==> config.mk <==
export PLATFORM = sky130hd
export DESIGN_NAME = pc_return_stack
export DESIGN_NICKNAME = d
export VERILOG_FILES = /design/src/rtl/pc_return_stack.sv
export SDC_FILE = /design/constraint.sdc
export NUM_CORES = 1
export LEC_CHECK = 0
export CELL_PAD_IN_SITES_DETAIL_PLACEMENT = 1
export CELL_PAD_IN_SITES_GLOBAL_PLACEMENT = 1
export CORE_MARGIN = 10
export CORE_UTILIZATION = 52
export DETAILED_ROUTE_END_ITERATION = 6
export PLACE_DENSITY = 0.95
export SLEW_MARGIN = 5
export SYNTH_ARGS = -nofsm -noshare
export SYNTH_HDL_FRONTEND = slang
export SYNTH_SLANG_ARGS = --single-unit
==> constraint.sdc <==
create_clock -name clk -period 5.7 [get_ports clk]
set_input_delay 1.14 -clock clk [delete_from_list [all_inputs] [get_ports clk]]
set_output_delay 1.14 -clock clk [all_outputs]
set_load 0.02 [all_outputs]
==> src/rtl/pc_return_stack.sv <==
`default_nettype none
// ============================================================================
// Module   : pc_return_stack
// Purpose  : Program-counter sequencer with a hardware return-address stack.
//            Produces the fetch address each cycle and handles sequential
//            fetch, absolute jump, jump-to-subroutine, return/peek and
//            relative branch. Stack misuse is reported through sticky
//            overflow and underflow flags.
// Ports    : clk             - clock, rising edge
//            rst             - asynchronous reset, active low
//            stall           - hold all state this cycle
//            halt            - sticky halt request
//            pc_src          - 00 PC+1, 01 jump, 10 return, 11 branch taken
//            stack_push      - push PC+1 (jsb)
//            stack_pop       - pop top of stack (ret)
//            jump_addr       - absolute jump target
//            branch_off      - signed offset relative to PC+1
//            pc              - current fetch address
//            halted          - sequencer frozen
//            sp              - stack depth, 0..DEPTH
//            stack_overflow  - sticky: push attempted while full
//            stack_underflow - sticky: pop/return attempted while empty
// Revision : 1.0 - initial release
// ============================================================================
module pc_return_stack #(
    parameter int PC_W  = 12,
    parameter int DEPTH = 8,
    parameter int OFF_W = 8
) (
    input  logic                     clk,
    input  logic                     rst,
    input  logic                     stall,
    input  logic                     halt,
    input  logic [1:0]               pc_src,
    input  logic                     stack_push,
    input  logic                     stack_pop,
    input  logic [PC_W-1:0]          jump_addr,
    input  logic [OFF_W-1:0]         branch_off,
    output logic [PC_W-1:0]          pc,
    output logic                     halted,
    output logic [$clog2(DEPTH):0]   sp,
    output logic                     stack_overflow,
    output logic                     stack_underflow
);

    localparam int AW   = $clog2(DEPTH);
    localparam int SP_W = AW + 1;

    localparam logic [1:0] c_SRC_INC  = 2'b00;
    localparam logic [1:0] c_SRC_JMP  = 2'b01;
    localparam logic [1:0] c_SRC_RET  = 2'b10;
    localparam logic [1:0] c_SRC_BRA  = 2'b11;

    logic [PC_W-1:0] r_pc;
    logic [SP_W-1:0] r_sp;
    logic            r_halted;
    logic            r_ovf;
    logic            r_unf;
    logic [PC_W-1:0] r_stack [DEPTH];

    logic            w_upd;
    logic            w_empty;
    logic            w_full;
    logic [PC_W-1:0] w_pc_inc;
    logic [PC_W-1:0] w_off_ext;
    logic [PC_W-1:0] w_top;
    logic [AW-1:0]   w_top_idx;
    logic [AW-1:0]   w_wr_idx;
    logic            w_wr_en;

    // Reset is folded in so a write cannot land while rst is held low.
    assign w_upd     = rst & ~stall & ~r_halted;
    assign w_empty   = (r_sp == '0);
    assign w_full    = (r_sp == SP_W'(DEPTH));
    assign w_pc_inc  = r_pc + PC_W'(1);
    assign w_off_ext = PC_W'(signed'(branch_off));
    assign w_top_idx = AW'(r_sp - SP_W'(1));
    assign w_wr_idx  = AW'(r_sp);
    assign w_top     = r_stack[w_top_idx];

    // A simultaneous pop cancels the push; a halt cancels everything.
    assign w_wr_en   = w_upd & ~halt & stack_push & ~stack_pop & ~w_full;

    always_ff @(posedge clk or negedge rst) begin
        if (!rst) begin
            r_pc     <= '0;
            r_sp     <= '0;
            r_halted <= 1'b0;
            r_ovf    <= 1'b0;
            r_unf    <= 1'b0;
        end else if (w_upd) begin
            if (halt) begin
                r_halted <= 1'b1;
            end else begin
                case (pc_src)
                    c_SRC_INC: r_pc <= w_pc_inc;
                    c_SRC_JMP: r_pc <= jump_addr;
                    c_SRC_RET: begin
                        // Return target comes from the pre-update stack.
                        if (w_empty) begin
                            r_pc  <= w_pc_inc;
                            r_unf <= 1'b1;
                        end else begin
                            r_pc <= w_top;
                        end
                    end
                    c_SRC_BRA: r_pc <= w_pc_inc + w_off_ext;
                    default:   r_pc <= w_pc_inc;
                endcase

                if (stack_pop) begin
                    if (w_empty) begin
                        r_unf <= 1'b1;
                    end else begin
                        r_sp <= r_sp - SP_W'(1);
                    end
                end else if (stack_push) begin
                    if (w_full) begin
                        r_ovf <= 1'b1;
                    end else begin
                        r_sp <= r_sp + SP_W'(1);
                    end
                end
            end
        end
    end

    // Stack storage carries no reset; its contents are only meaningful below sp.
    always_ff @(posedge clk) begin
        if (w_wr_en) begin
            r_stack[w_wr_idx] <= w_pc_inc;
        end
    end

    assign pc              = r_pc;
    assign halted          = r_halted;
    assign sp              = r_sp;
    assign stack_overflow  = r_ovf;
    assign stack_underflow = r_unf;

endmodule
`default_nettype wire

== After elaboration in Yosys (flattened, before gate mapping) ==
Memory sizes are Yosys's and may differ from the RTL's.
Index checks and enable logic that the tools add are counted.

* Register bits: 19
* Output and inout bits: 19
* Word-level logic and storage cells: 46
* Memories: 1
* RAM bits: 96

* Eq/ne operators: 6
* $add $sub $neg: 4
* Reduce and logical (&&, ||, !) cells: 7
* Bitwise operators: 11
* Mux-type cells: 12

{| class="wikitable"
|+ Memories
! memory !! words !! width !! read ports !! clocked after Yosys merged registers in !! write ports !! RTL line !! RTL
|-
| r_stack || 8 || 12 || 1 || 0 || 1 || 59 || <nowiki>logic [PC_W-1:0] r_stack [DEPTH];</nowiki>
|}

{| class="wikitable"
|+ Operators with widths
! cell !! count
|-
| case mux 12 bit (4 select lines) || 1
|-
| 2-to-1 mux 4 bit || 4
|-
| adder 12 x 1 -> 12 bit, second input constant || 1
|-
| adder 12 bit || 1
|-
| 2-to-1 mux 12 bit || 1
|-
| AND reduction 5 bit || 2
|-
| AND 1 bit || 6
|-
| 2-to-1 mux 1 bit || 6
|-
| NOT 1 bit || 5
|-
| adder 4 x 1 -> 4 bit, second input constant || 1
|-
| == test 2 bit, second input constant || 2
|-
| == test 4 bit, second input constant || 1
|-
| logical NOT 4 bit || 1
|-
| != test 2 bit, second input constant || 2
|-
| AND reduction 2 bit || 2
|-
| subtractor 4 x 1 -> 4 bit, second input constant || 1
|-
| == test 2 x 1 -> 1 bit, second input constant || 1
|-
| logical NOT 2 bit || 1
|-
| nonzero test 2 bit || 1
|}

== Longest topological paths before layout ==
* Word-level depth: 9
* Mapped depth: 12
* Gate-level depth less buffers: 12

== Worst setup path after synthesis ==
Ideal clock, no wire load.

* Kind: input-to-reg
* Start point: in halt
* End point: mem r_stack[1][0], enable pin
* Arrival: 3180 ps
* Library setup time: 396 ps
* Stages on the path: 6
* Setup slack: 2124 ps
* Cells stage by stage: or4b_1 buf_2 nor3b_2 a21boi_2 nand2_1 nor3_1

* Word-level cells in the longest chain between the ends: 7

{| class="wikitable"
|+ Ends and longest elaborated chain
! item !! RTL line !! RTL
|-
| start, declared || 33 || <nowiki>input logic halt,</nowiki>
|-
| NOT 1 bit (no source line) || - ||
|-
| AND 1 bit (4 in a row) || 82 || <nowiki>assign w_wr_en = w_upd & ~halt & stack_push & ~stack_pop & ~w_full;</nowiki>
|-
| 2-to-1 mux 1 bit || 130 || <nowiki>if (w_wr_en) begin</nowiki>
|-
| 2-to-1 mux 1 bit (not written as such) || 131 || <nowiki>r_stack[w_wr_idx] <= w_pc_inc;</nowiki>
|-
| end, declared || 59 ||
|}

Every way passes these cells.

== Final worst setup path ==
* Start point: in rst
* End point: mem r_stack[1][11], enable pin

* Word-level cells in the longest chain between the ends: 8

{| class="wikitable"
|+ Ends and longest elaborated chain
! item !! RTL line !! RTL
|-
| start, declared || 31 || <nowiki>input logic rst,</nowiki>
|-
| AND 1 bit (2 in a row) || 72 || <nowiki>assign w_upd = rst & ~stall & ~r_halted;</nowiki>
|-
| AND 1 bit (4 in a row) || 82 ||
|-
| 2-to-1 mux 1 bit || 130 ||
|-
| 2-to-1 mux 1 bit (not written as such) || 131 ||
|}

Every way passes these cells.

==> run_results.csv <==
group,metric,value,unit
outcome,status,"finished clean",
synthesis,yosysTopAreaCell,"edfxtp_1",
worst_setup_path,r2r_cells,10,
clock_network,clockBufferDepth,2,
place,dp.final_hpwl,12000,um
clock_network,cts_setup_buffers,0,
worst_setup_path,worstReg2RegStart,"pc[0]",
worst_setup_path,r2r_end,"pc[9]",
synthesis,ys_warn_count,0,
detailed_routing,drt_wl_total,17600,um
clock_network,htreeDepth,4,
global_routing,grt_max_degree,29,
clock_network,cts_repair_resize_count,0,
global_routing,grt_overflow_total,0,
power,max-vdd-ir-drop,0.000353,V
detailed_routing,drt_iter0_drc,571,
timing,finalCriticalPeriod,4.22,ns
worst_hold_path,min-delay-start,"stack_underflow",
worst_setup_path,cp.arrival,4.34,ns
job,drv_cap,0,
timing,fmax,0.237,GHz
worst_hold_path,min_path_type,"flop to flop",
timing,maxSlewHeadroom,0.139,
die,rows,38,
final_layout,drive_gt1_frac,0.168,
detailed_routing,drt_pre_antenna_iters,6,
synthesis,muxShareOfSynthArea,0.121,
power,leakage,2.45,nW
global_routing,antenna_found_initial,0,
synthesis,synth_top_family_by_area,"multiplexers",
die,core,0.0107,mm^2
final_layout,final_nets,509,
detailed_routing,route.vias.total,4025,
final_layout,finalCoreUtilization,0.637,
place,port_buffers,46,
die,ios,47,
worst_hold_path,hold_path_end,"stack_underflow",
die,die_y,124,um
clock_network,root_buffer,"clkbuf_8",
worst_hold_path,holdPathStages,1,
worst_setup_path,critPathCaptureType,"flop",
worst_setup_path,crit_cells,7,
synthesis,ys.flop_type,"edfxtp_1",
timing,drv_slew,0,
timing,final_hold_viol_count,0,
worst_setup_path,critPathKind,"primary input to flop",
clock_network,cts.sinks,115,
final_layout,area_growth,20.9,%
synthesis,synth.area.top_cells,"edfxtp_1 (51%), mux4_2 (9.5%), dfrtp_1 (8.4%), ha_1 (3.8%), xnor2_1 (2.5%)",
clock_network,tritoncts,"built",
worst_setup_path,critPathSlowestCell,"nor3_2",
timing,skew,0.00866,ns
worst_setup_path,max_stage_delay,1.01,ns
clock_network,cts.clk_slew.worst_paths,0.06,ns
synthesis,ys_types,57,
die,die_w,124,um
synthesis,yosys.area_share.simple,0.0800,
die,die_area,0.0155,mm^2
detailed_routing,vias_per_cell,6.53,
global_routing,grt_pass1_wl,27100,um
worst_setup_path,cp.required,5.83,ns
clock_network,cts-buffers-inserted,17,
detailed_routing,wl_met1,6750,um
synthesis,synth-edff-count,96,
timing,tightest_slew,1.28,ns
synthesis,syn-instance-count,405,
timing,setup_viol,0,
detailed_routing,routed.top_layer,"met4",
worst_setup_path,r2r_slack,1.62,ns
global_routing,track_usage,0.230,
synthesis,yosysSeqAreaShare,0.593,
power,p_per_area,466,mW/mm^2
synthesis,synthTopCellsByCount,"edfxtp_1 (96), nand2_1 (25), mux4_2 (24), nor2_1 (24)",
worst_setup_path,crit_fanout,22,
synthesis,syn_area_per_cell,14.0,um^2
worst_setup_path,cp_num_buf_inv,2,
timing,period_share,0.740,
place,place_congestion,0.900,
synthesis,synth.net_count,451,
synthesis,yosysTopAreaCellShare,0.509,
synthesis,yosys.cell_count.top_type,"edfxtp_1",
detailed_routing,dr_wl_met3,1400,um
detailed_routing,wl_per_cell,28.6,um
detailed_routing,dr_wl_met2,8700,um
clock_network,cts-hold-fix-buffers,0,
final_layout,fill_cells,1028,
worst_setup_path,cp_top_family,"simple AND/OR/NAND/NOR gates",
timing,rsz0062_at_grt,"false",
timing,timing.setup.tns,0,ns
synthesis,synthAdderAreaFrac,0.0411,
worst_setup_path,start_kind,"primary input",
global_routing,grt_pass1_vias,4338,
synthesis,synth_compound_gate_area_share,0.101,
detailed_routing,antenna_left,0,
die,start_util,0.527,
synthesis,async_flop_share,0.165,
synthesis,synth_xor_area_frac,0.0415,
worst_setup_path,crit_chain,"clkdlybuf4s50_1 > buf_4 > or4b_1 > nor3b_2 > a21boi_2 > nand2_1 > nor3_2",
synthesis,ys_ff_latch,115,
clock_network,clock_latency,0.52,ns
detailed_routing,drc,0,
final_layout,antenna_cells,0,
synthesis,syn-cell-area,0.00566,mm^2
## worst register-to-register path, stage by stage, from the launching register on
cell       delay, ns
dfrtp_1         0.46
ha_1            0.28
nand3_1         0.26
xnor2_1         0.91
ha_1            0.46
and3_1          0.19
a2111oi_2       0.45
o21ai_1         0.17
a31o_2          0.30
a221oi_1        0.32
a21oi_1         0.14
## logic make-up after synthesis
| group | count (synthesis) |
|---|---|
| xor+xnor | 26 |
| compound gates | 85 |
| flops | 115 |
| mux | 38 |
| simple gates | 91 |
| buf+inv | 32 |
| fa+ha+maj | 18 |
## registers in the layout, summed over array words and instances (netlist names)
name,flops
pc,12
r_stack,96
halted,1
sp,4
stack_overflow,1
stack_underflow,1
## cell usage in the layout, fill, tap and decap left out, drive strengths merged, types with 2 or more instances in the layout
cell	instances
a2111oi	2
a211oi	2
a21o	5
a21oi	21
a221oi	3
a22o	2
a22oi	2
a31o	5
a31oi	3
and2	2
and3	3
and4	2
buf	13
clkbuf	27
clkdlybuf4s50	46
clkinv	4
dfrtp	19
edfxtp	96
ha	17
inv	13
mux2	2
mux2i	12
mux4	24
nand2	25
nand2b	5
nand3	7
nand4	2
nor2	24
nor2b	4
nor3	8
nor3b	2
nor4b	2
o21ai	22
o22ai	4
o31ai	2
or3	2
xnor2	16
xor2	10
## stage by stage
| step | hold WS (ns) | std cells | total power [mW] | area [um^2] | setup slack [ns] |
|---|---|---|---|---|---|
| 2_1_floorplan | 0.591 | 405 | 1.82 | 5660 | 2.12 |
| 3_3_place_gp | 0.452 | 584 | 2.17 | 6330 | 1.35 |
| 3_5_place_dp | 0.465 | 584 | 2.24 | 6330 | 1.01 |
| 4_1_cts | 0.480 | 616 | 3.19 | 6850 | 1.49 |
| 5_1_grt | 0.502 | 616 | 3.32 | 6850 | 1.33 |
| 6_report | 0.478 | 616 | 3.19 | 6850 | 1.48 |
## cell type report
class	count	area (um^2)	area share
multi-input combinational	258	2190	0.320
tap	140	175	0.0256
sequential	115	3360	0.490
timing repair buffer	59	558	0.0815
clock inverter	5	26.3	0.00384
clock buffer	27	492	0.0718
inverter	12	45.0	0.00658
## worst max-delay path by stage
stage | from | endpoint
detailed placement | rst | r_stack[1][11]
floorplan | halt | r_stack[1][0]
global placement | rst | r_stack[1][10]
CTS | rst | r_stack[1][11]
finish | rst | r_stack[1][11]
global route | rst | r_stack[1][11]
## power by group
| part | switching [mW] | internal (mW) |
|---|---|---|
| Combinational | 0.691 | 0.495 |
| Sequential | 0.0666 | 1.01 |
| Clock | 0.355 | 0.577 |
| Total | 1.11 | 2.08 |
## routing by layer
layer | GRT usage | up-vias
li1 | - | 1692
met1 | 0.268 | 2065
met2 | 0.374 | 212
met3 | 0.0664 | 56
met4 | 0.126 | 0
met5 | 0 | -
No activity file was read; power rests on OpenSTA's default activity.
